==> config.mk <==
export PLATFORM = sky130hd
export DESIGN_NAME = keypad_scanner
export DESIGN_NICKNAME = d
export VERILOG_FILES = /design/src/rtl/keypad_pkg.sv /design/src/rtl/keypad_onehot_enc.sv /design/src/rtl/keypad_scanner.sv
export SDC_FILE = /design/constraint.sdc
export NUM_CORES = 1
export LEC_CHECK = 0
export BUFFER_PORTS_ARGS = -buffer_cell sky130_fd_sc_hd__buf_2
export CORE_MARGIN = 4
export CORE_UTILIZATION = 25
export DETAILED_ROUTE_END_ITERATION = 12
export PLACE_DENSITY = 0.46
export SYNTH_ARGS = -nofsm -noshare
export SYNTH_HDL_FRONTEND = slang
export SYNTH_SLANG_ARGS = --single-unit
==> constraint.sdc <==
create_clock -name clk -period 9.7 [get_ports clk]
set_input_delay 1.455 -clock clk [delete_from_list [all_inputs] [get_ports clk]]
set_output_delay 1.455 -clock clk [all_outputs]
set_load 0.1 [all_outputs]
==> src/rtl/keypad_pkg.sv <==
// Shared constants and FSM encoding for the 4x4 keypad scanner.
package keypad_pkg;
  localparam int NUM_ROWS = 4;
  localparam int NUM_COLS = 4;
  localparam int NUM_KEYS = NUM_ROWS * NUM_COLS;

  typedef enum logic [1:0] {
    IDLE    = 2'd0,
    HELD    = 2'd1,
    BLOCKED = 2'd2
  } key_state_e;
endpackage

==> src/rtl/keypad_onehot_enc.sv <==
// Classifies the accepted key vector: empty, exactly one key, and lowest set index.
module keypad_onehot_enc
  import keypad_pkg::*;
(
  input  logic [NUM_KEYS-1:0] keys,
  output logic                onehot,
  output logic                zero,
  output logic [3:0]          index
);
  always_comb begin
    // NOTE: every output gets a default first so no path leaves it unassigned (no latch).
    index  = 4'd0;
    zero   = (keys == '0);
    onehot = !zero && ((keys & (keys - NUM_KEYS'(1))) == '0);
    // Scanning downward leaves the lowest set bit as the final assignment.
    for (int i = NUM_KEYS - 1; i >= 0; i--) begin
      if (keys[i]) index = 4'(i);
    end
  end
endmodule

==> src/rtl/keypad_scanner.sv <==
// Time-multiplexed 4x4 keypad scanner with frame debounce and single-key event FSM.
module keypad_scanner
  import keypad_pkg::*;
#(
  parameter int SCAN_DIV = 1000,
  parameter int DEBOUNCE = 4
) (
  input  logic       clk,
  input  logic       rst,
  input  logic [3:0] col_n,
  output logic [3:0] row_n,
  output logic [3:0] key_code,
  output logic       key_valid,
  output logic       key_down
);
  localparam int DIV_W = (SCAN_DIV > 1) ? $clog2(SCAN_DIV) : 1;
  localparam logic [DIV_W-1:0] DIV_LAST = DIV_W'(SCAN_DIV - 1);
  localparam logic [3:0]       DEB_MAX  = 4'(DEBOUNCE);

  logic [3:0]          col_meta, col_sync, col_s;
  logic [DIV_W-1:0]    div;
  logic [1:0]          row;
  logic [NUM_KEYS-1:0] snapshot, frame_snap, prev, accepted, reported;
  logic [3:0]          stable_cnt;
  logic                sample, frame_end;
  logic                acc_onehot, acc_zero, emit;
  logic [3:0]          acc_index;
  key_state_e          state, next_state;

  assign col_s     = ~col_sync;
  assign row_n     = ~(4'b0001 << row);
  assign sample    = (div == DIV_LAST);
  assign frame_end = sample && (row == 2'd3);
  assign reported  = NUM_KEYS'(1) << key_code;
  assign key_down  = (state == HELD);

  // Snapshot with the current row's columns merged in; on frame end this is the full frame.
  always_comb begin
    frame_snap = snapshot;
    frame_snap[{row, 2'b00} +: NUM_COLS] = col_s;
  end

  always_ff @(posedge clk) begin
    if (rst) begin
      // Synchronizer resets to "all released" so no phantom press follows reset.
      col_meta   <= 4'hF;
      col_sync   <= 4'hF;
      div        <= '0;
      row        <= 2'd0;
      snapshot   <= '0;
      prev       <= '0;
      accepted   <= '0;
      stable_cnt <= 4'd0;
    end else begin
      // NOTE: non-blocking assignments so every flop samples pre-edge values.
      col_meta <= col_n;
      col_sync <= col_meta;
      if (sample) begin
        div      <= '0;
        row      <= row + 2'd1;
        snapshot <= frame_snap;
      end else begin
        div <= div + DIV_W'(1);
      end
      if (frame_end) begin
        if (frame_snap == prev) begin
          if (stable_cnt < DEB_MAX) begin
            stable_cnt <= stable_cnt + 4'd1;
            if (stable_cnt + 4'd1 == DEB_MAX) accepted <= frame_snap;
          end
        end else begin
          prev       <= frame_snap;
          stable_cnt <= 4'd0;
        end
      end
    end
  end

  keypad_onehot_enc u_enc (
    .keys   (accepted),
    .onehot (acc_onehot),
    .zero   (acc_zero),
    .index  (acc_index)
  );

  always_comb begin
    next_state = state;
    emit       = 1'b0;
    case (state)
      IDLE: begin
        if (acc_onehot) begin
          emit       = 1'b1;
          next_state = HELD;
        end else if (!acc_zero) begin
          next_state = BLOCKED;
        end
      end
      HELD: begin
        if (acc_zero)                    next_state = IDLE;
        else if (accepted != reported)   next_state = BLOCKED;
      end
      BLOCKED: if (acc_zero) next_state = IDLE;
      default: next_state = IDLE;
    endcase
  end

  always_ff @(posedge clk) begin
    if (rst) begin
      state     <= IDLE;
      key_code  <= 4'd0;
      key_valid <= 1'b0;
    end else begin
      state     <= next_state;
      key_valid <= emit;
      if (emit) key_code <= acc_index;
    end
  end
endmodule

== Word-level counts from Yosys, hierarchy flattened ==
Cells that the tools add are included.

* Register bits: 79
* Bits in latches: 0
* RAM bits: 0
* Bits in read-only memories: 0
* Bits of input ports: 6
* Output and inout bits: 10
* Logic and storage cells: 74
* Memories kept: 0

* Add/subtract/negate cells: 5
* $mul: 0
* Divide/modulo/power cells: 0
* Magnitude comparators: 1
* Eq/ne operators: 11
* Shift-type cells: 4
* Muxes and demuxes: 27
* Bitwise gates (word level): 4
* Reduce and logical (&&, ||, !) cells: 11

{| class="wikitable"
|+ Operators by type and width
! kind !! count
|-
| two-way mux 4 bit || 18
|-
| logical NOT 16 bit || 2
|-
| AND 16 bit || 1
|-
| bitwise mux 16 bit || 1
|-
| == test 16 bit || 1
|-
| inequality test 16 bit || 1
|-
| variable shift 4 x 6 -> 16 bit (first input constant) || 1
|-
| variable part select 4 x 6 -> 16 bit || 1
|-
| left shift 1 x 4 -> 16 bit (first input constant) || 1
|-
| subtractor 16 x 1 -> 16 bit (second input constant) || 1
|-
| adder 10 x 1 -> 10 bit (second input constant) || 1
|-
| == test 10 bit (second input constant) || 1
|-
| two-way mux 2 bit || 5
|-
| inverter 4 bit || 2
|-
| negator 4 -> 6 bit || 1
|-
| one-hot mux 2 bit (3 select lines) || 1
|-
| adder 4 x 1 -> 4 bit (second input constant) || 1
|-
| == test 2 bit (second input constant) || 2
|-
| == test 4 x 3 -> 1 bit (second input constant) || 1
|-
| < comparator 4 x 3 -> 1 bit (second input constant) || 1
|-
| AND reduction 2 bit || 2
|-
| AND reduction 4 bit || 1
|-
| left shift 1 x 2 -> 4 bit (first input constant) || 1
|-
| inequality test 3 x 1 -> 1 bit (second input constant) || 1
|-
| 12 further kinds || 14
|}

== Longest topological paths before layout ==
* Depth after elaboration: 16
* Depth in mapped cells: 13
* Mapped depth without buffers: 9

== Cells and area by module ==
Synthesis repeated with hierarchy kept, for this count alone.

* Cells, all modules: 539
* Area, all modules: 4698.3 um^2

{| class="wikitable"
|+ By module, submodules not included
! module !! times used !! cells an instance !! area an instance (um^2) !! seq. area each (um^2)
|-
| keypad_scanner || 1 || 485 || 4337.9 || 1581.5
|-
| keypad_onehot_enc || 1 || 54 || 360.3 || 0.0
|}

== Least setup slack after synthesis ==
No wires, ideal clock.

* Kind: reg2reg
* Start point: reg row[0]
* End point: reg prev[10]
* Setup time: 0.121 ns
* Arrival time: 3.299 ns
* Data required time: 9.579 ns
* Setup slack: 6.281 ns
* Cell stages (with the launch flop): 13
* Path buffers: 4
* Period minus slack after synthesis: 3.419 ns
* Path through: dfxtp_1 buf_2 inv_1 ha_1 buf_2 inv_1 a41oi_1 a221oi_1 and4_1 clkbuf_1 a21o_1 buf_4 mux2_2

* Cells in the longest elaborated chain, start to end: 6
* Elaborated cells on any way between the ends: 9
* Those cells by class: add/sub (1); eq/ne (2); shift (2); mux (1); bitwise (1); reduce/logical (2)

{| class="wikitable"
|+ Ends and longest elaborated chain
! item !! RTL line !! RTL
|-
| start: declaration || keypad_scanner.sv:22 || <nowiki>logic [1:0] row;</nowiki>
|-
| start signal: assignment || keypad_scanner.sv:60 || <nowiki>row <= row + 2'd1;</nowiki>
|-
| negator 4 -> 6 bit || keypad_scanner.sv:40 || <nowiki>frame_snap[{row, 2'b00} +: NUM_COLS] = col_s;</nowiki>
|-
| variable part select 4 x 6 -> 16 bit / variable shift 4 x 6 -> 16 bit (equally long branches) || keypad_scanner.sv:40 ||
|-
| bitwise mux 16 bit || keypad_scanner.sv:40 ||
|-
| == test 16 bit || keypad_scanner.sv:66 || <nowiki>if (frame_snap == prev) begin</nowiki>
|-
| inverter 1 bit (no line) || n/a ||
|-
| AND reduction 2 bit (no line) || n/a ||
|-
| end signal: assignment || keypad_scanner.sv:72 || <nowiki>prev <= frame_snap;</nowiki>
|-
| end: declaration || keypad_scanner.sv:23 || <nowiki>logic [NUM_KEYS-1:0] snapshot, frame_snap, prev, accepted, reported;</nowiki>
|}

Several ways; a longest one is shown, not always the timed one.
A chain may end at the register's enable or synchronous reset.

== Worst setup path after layout ==
* Start point: reg row[0]
* End point: reg accepted[14]

* Cells in the longest elaborated chain, start to end: 5
* Elaborated cells on any way between the ends: 8
* Those cells by class: add/sub (1); eq/ne (2); shift (2); mux (1); reduce/logical (2)

{| class="wikitable"
|+ Ends and longest elaborated chain
! item !! RTL line !! RTL
|-
| negator 4 -> 6 bit || keypad_scanner.sv:40 ||
|-
| variable part select 4 x 6 -> 16 bit / variable shift 4 x 6 -> 16 bit (equally long branches) || keypad_scanner.sv:40 ||
|-
| bitwise mux 16 bit || keypad_scanner.sv:40 ||
|-
| == test 16 bit || keypad_scanner.sv:66 ||
|-
| AND reduction 4 bit (no line) || n/a ||
|-
| end signal: assignment || keypad_scanner.sv:69 || <nowiki>if (stable_cnt + 4'd1 == DEB_MAX) accepted <= frame_snap;</nowiki>
|-
| end: declaration || keypad_scanner.sv:23 ||
|}

Several ways; a longest one is shown, not always the timed one.

==> results.py <==
metrics = {
    "cts": {
        "clock_sinks": 79,
        "cts_made_buffers": 9,
        "clkLatencyLatePin_ps": 350,
        "clkTransAtPathRegs_ps": 70,
        "post_cts_resized": 0,
        "postCtsSetupRepairBufs": 0,
        "cts-root-buf": "clkbuf_16",
        "cts-hold-fix-buffers": 0,
        "cts_buffer_depth": 2,
        "htreeDepth": 3,
        "cts_tree": "done",
    },
    "routing": {
        "vias_per_cell": 5.109,
        "drt_iter0_drc": 296,
        "dr.max_layer_used": "met4",
        "wl_met3_um": 632,
        "wl_per_cell_um": 15.74,
        "drc_errors": 0,
        "dr_wl_met2_um": 5540,
        "drt_pass1_iterations": 5,
        "num_vias": 3970,
        "drtAntennaViolNets": 0,
        "wl_met1_um": 5745,
        "finalWirelength_um": 12230,
    },
    "sta": {
        "whs_ps": 407.1,
        "clock_skew_ps": 9.989,
        "rsz0062_at_grt": "no",
        "finalSetupTns_ps": 0,
        "slew_viol_final": 0,
        "slew-limit-headroom_pct": 21.60,
        "finalCritPeriodShare_pct": 51.33,
        "worst_pin_slew_ps": 1167,
        "fin_crit_ps": 4979,
        "finalSetupViolCount": 0,
        "hold_viol": 0,
        "fmax_mhz": 200.8,
    },
    "final_layout": {
        "syn_to_final_growth_pct": 10.73,
        "fin_nets": 560,
        "layout-drive-gt1-share_pct": 12.50,
        "fin_cells": 777,
        "antenna_cells": 0,
        "layout_commonest_cell": "dfxtp_1",
        "final_cell_mix": "dfxtp_1, nor2_1, o21ai_0",
    },
    "synthesis": {
        "yosysTopAreaCell": "dfxtp_1",
        "synth-edff-count": 0,
        "netlist_top_cells_area": "dfxtp_1, nor2_1, o21ai_0",
        "syn_area_per_cell_um2": 8.040,
        "synth-main-ff-cell": "dfxtp_1",
        "yosysWarnings": 0,
        "synth_top_area_share_pct": 34.88,
        "syn-num-nets": 577,
        "synth-seq-area-share_pct": 34.88,
        "synth_cell_type_count": 70,
        "synth-seq-cells": 79,
        "async_reset_ff_share_pct": 0,
        "syn_inst": 564,
        "syn-cell-area_mm2": 0.004534,
    },
    "critical_path": {
        "worstSetupEndpoint": "accepted[14]",
        "slowest_delay_ps": 940,
        "cp.arrival_ps": 5250,
        "r2r_start": "row[0]",
        "rr_worst_depth": 9,
        "cp_slowest_cell": "nor3_1",
        "path_cells": "inv_1 -> ha_1 -> nor3b_1 -> a31oi_1 -> xnor2_1 -> nor3_1 -> nand4_1 -> or3_1 -> a21oi_1",
        "required_ps": 9970,
        "r2r_slack_ps": 4720,
        "reg2reg_to": "accepted[14]",
        "cp_max_fo": 26,
        "end_kind": "register",
        "worstSetupStartpoint": "row[0]",
        "criticalPathCategory": "reg2reg",
        "start_kind": "register",
    },
    "power_and_ir_drop": {
        "p_int_mw": 0.5374,
        "p_per_area_mw_per_mm2": 140.4,
        "power_frac_seq_pct": 46.7,
        "peakVddDrop_v": 0.00008394,
        "p_leak_nw": 1.678,
        "pwr-share-clk_pct": 50.9,
        "p_switching_mw": 0.1675,
        "finalPower_mw": 0.7049,
        "p_sw_share_pct": 23.76,
        "p_comb_share_pct": 2.5,
    },
    "hold_path": {
        "hold_path.class": "reg2reg",
    },
    "job": {
        "max_cap_viol_count": 0,
    },
    "place": {
        "port_buffers": 15,
        "gp_congestion": 0.9071,
        "dp.cells": 761,
        "place_hpwl_um": 8506,
    },
    "die": {
        "die_height_um": 142.7,
        "coreArea_mm2": 0.01754,
        "die_area_mm2": 0.02036,
        "rows": 48,
        "chipWidth_um": 142.7,
        "pin_count": 16,
        "initial_core_util_pct": 25.86,
    },
    "global_routing": {
        "grt_antenna_before_repair": 0,
        "gr-total-overflow": 0,
        "grt_pass1_wl_um": 20350,
        "grt_max_degree": 86,
        "grt_pass1_vias": 3766,
        "grt_use_total_pct": 12.48,
    },
    "run_status": {
        "status": "completed",
    },
}
==> critical path: cells and delay by family, from the launching register on <==
kind            cells  cell delay (ps)
compound gates      2              420
xor+xnor            1              180
fa+ha+maj           1              460
buf+inv             1              190
flops               1              540
simple gates        4             3090
==> Yosys cell counts (4+ instances only) <==
library cell,instances
nand2_1,16
inv_1,22
nand3b_1,4
mux2i_1,6
ha_1,7
xnor2_1,11
o21a_1,5
nand2b_1,21
nand4_1,4
nand4b_1,5
nor3_1,12
xor2_1,10
o21ai_0,39
nor2b_1,21
buf_2,5
a211oi_1,26
dfxtp_1,79
nor2_1,64
o211ai_1,7
nand3_1,16
a31oi_1,8
or3_1,12
nor4_1,4
or2_2,13
mux2_2,11
a21oi_1,34
clkbuf_1,35
o31ai_1,6
==> power groups by stage <==
stage | Sequential, mW | Clock [mW] | Combinational (mW)
after detailed placement | 0.337 | 0 | 0.0173
final | 0.329 | 0.358 | 0.0173
after global placement | 0.336 | 0 | 0.0171
after global routing | 0.329 | 0.385 | 0.0196
after floorplan | 0.336 | 0 | 0.0138
after CTS | 0.329 | 0.370 | 0.0174
==> layout make-up <==
type	instances	area [µm²]
fillers	1904	12520
repair buffers	17	90.09
clock inverters	7	85.08
flip-flops and latches	79	1582
clock buffers	9	225.2
inverters	22	82.58
multi-input cells	418	2675
well taps	225	281.5
==> worst min-delay path by stage <==
stage | startpoint | endpoint | depth (start not counted)
2_1_floorplan | col_meta[0] | col_sync[0] | 1
3_3_place_gp | col_meta[0] | col_sync[0] | 1
3_5_place_dp | col_meta[0] | col_sync[0] | 1
4_1_cts | col_meta[0] | col_sync[0] | 1
5_1_grt | col_meta[0] | col_sync[0] | 1
6_report | col_meta[0] | col_sync[0] | 1
==> sequential cells by signal, indices dropped and copies added (netlist names) <==
signal      cells
col_meta        4
row             2
col_sync        4
prev           16
stable_cnt      4
key_valid       1
snapshot       16
key_code        4
accepted       16
state           2
div            10
==> cell families after synthesis <==
logic type	Yosys count	synth area share (%)
AND/OR/NAND/NOR	215	26.08
AO/OA/AOI/OAI	155	22.16
flip-flops	79	34.88
buffers and inverters	67	6.181
XOR/XNOR	21	4.056
multiplexers	17	4.056
adder cells (fa/ha/maj)	10	2.594
==> through the flow <==
step | util [%] | instance area (µm²) | worst slack, ps
after detailed placement | 26.86 | 4711 | 4845
after global routing | 28.63 | 5021 | 4151
after CTS | 28.63 | 5021 | 4792
final | 28.63 | 5021 | 4721
after floorplan | - | 4534 | 6281
after global placement | 26.86 | 4711 | 5076
==> metal layers <==
layer,vias up,track usage (%)
met1,1852,16.83
met2,108,19.09
li1,1989,-
met5,-,0
met4,0,5.403
met3,21,2.914
Power figures use the tool's default switching activity.
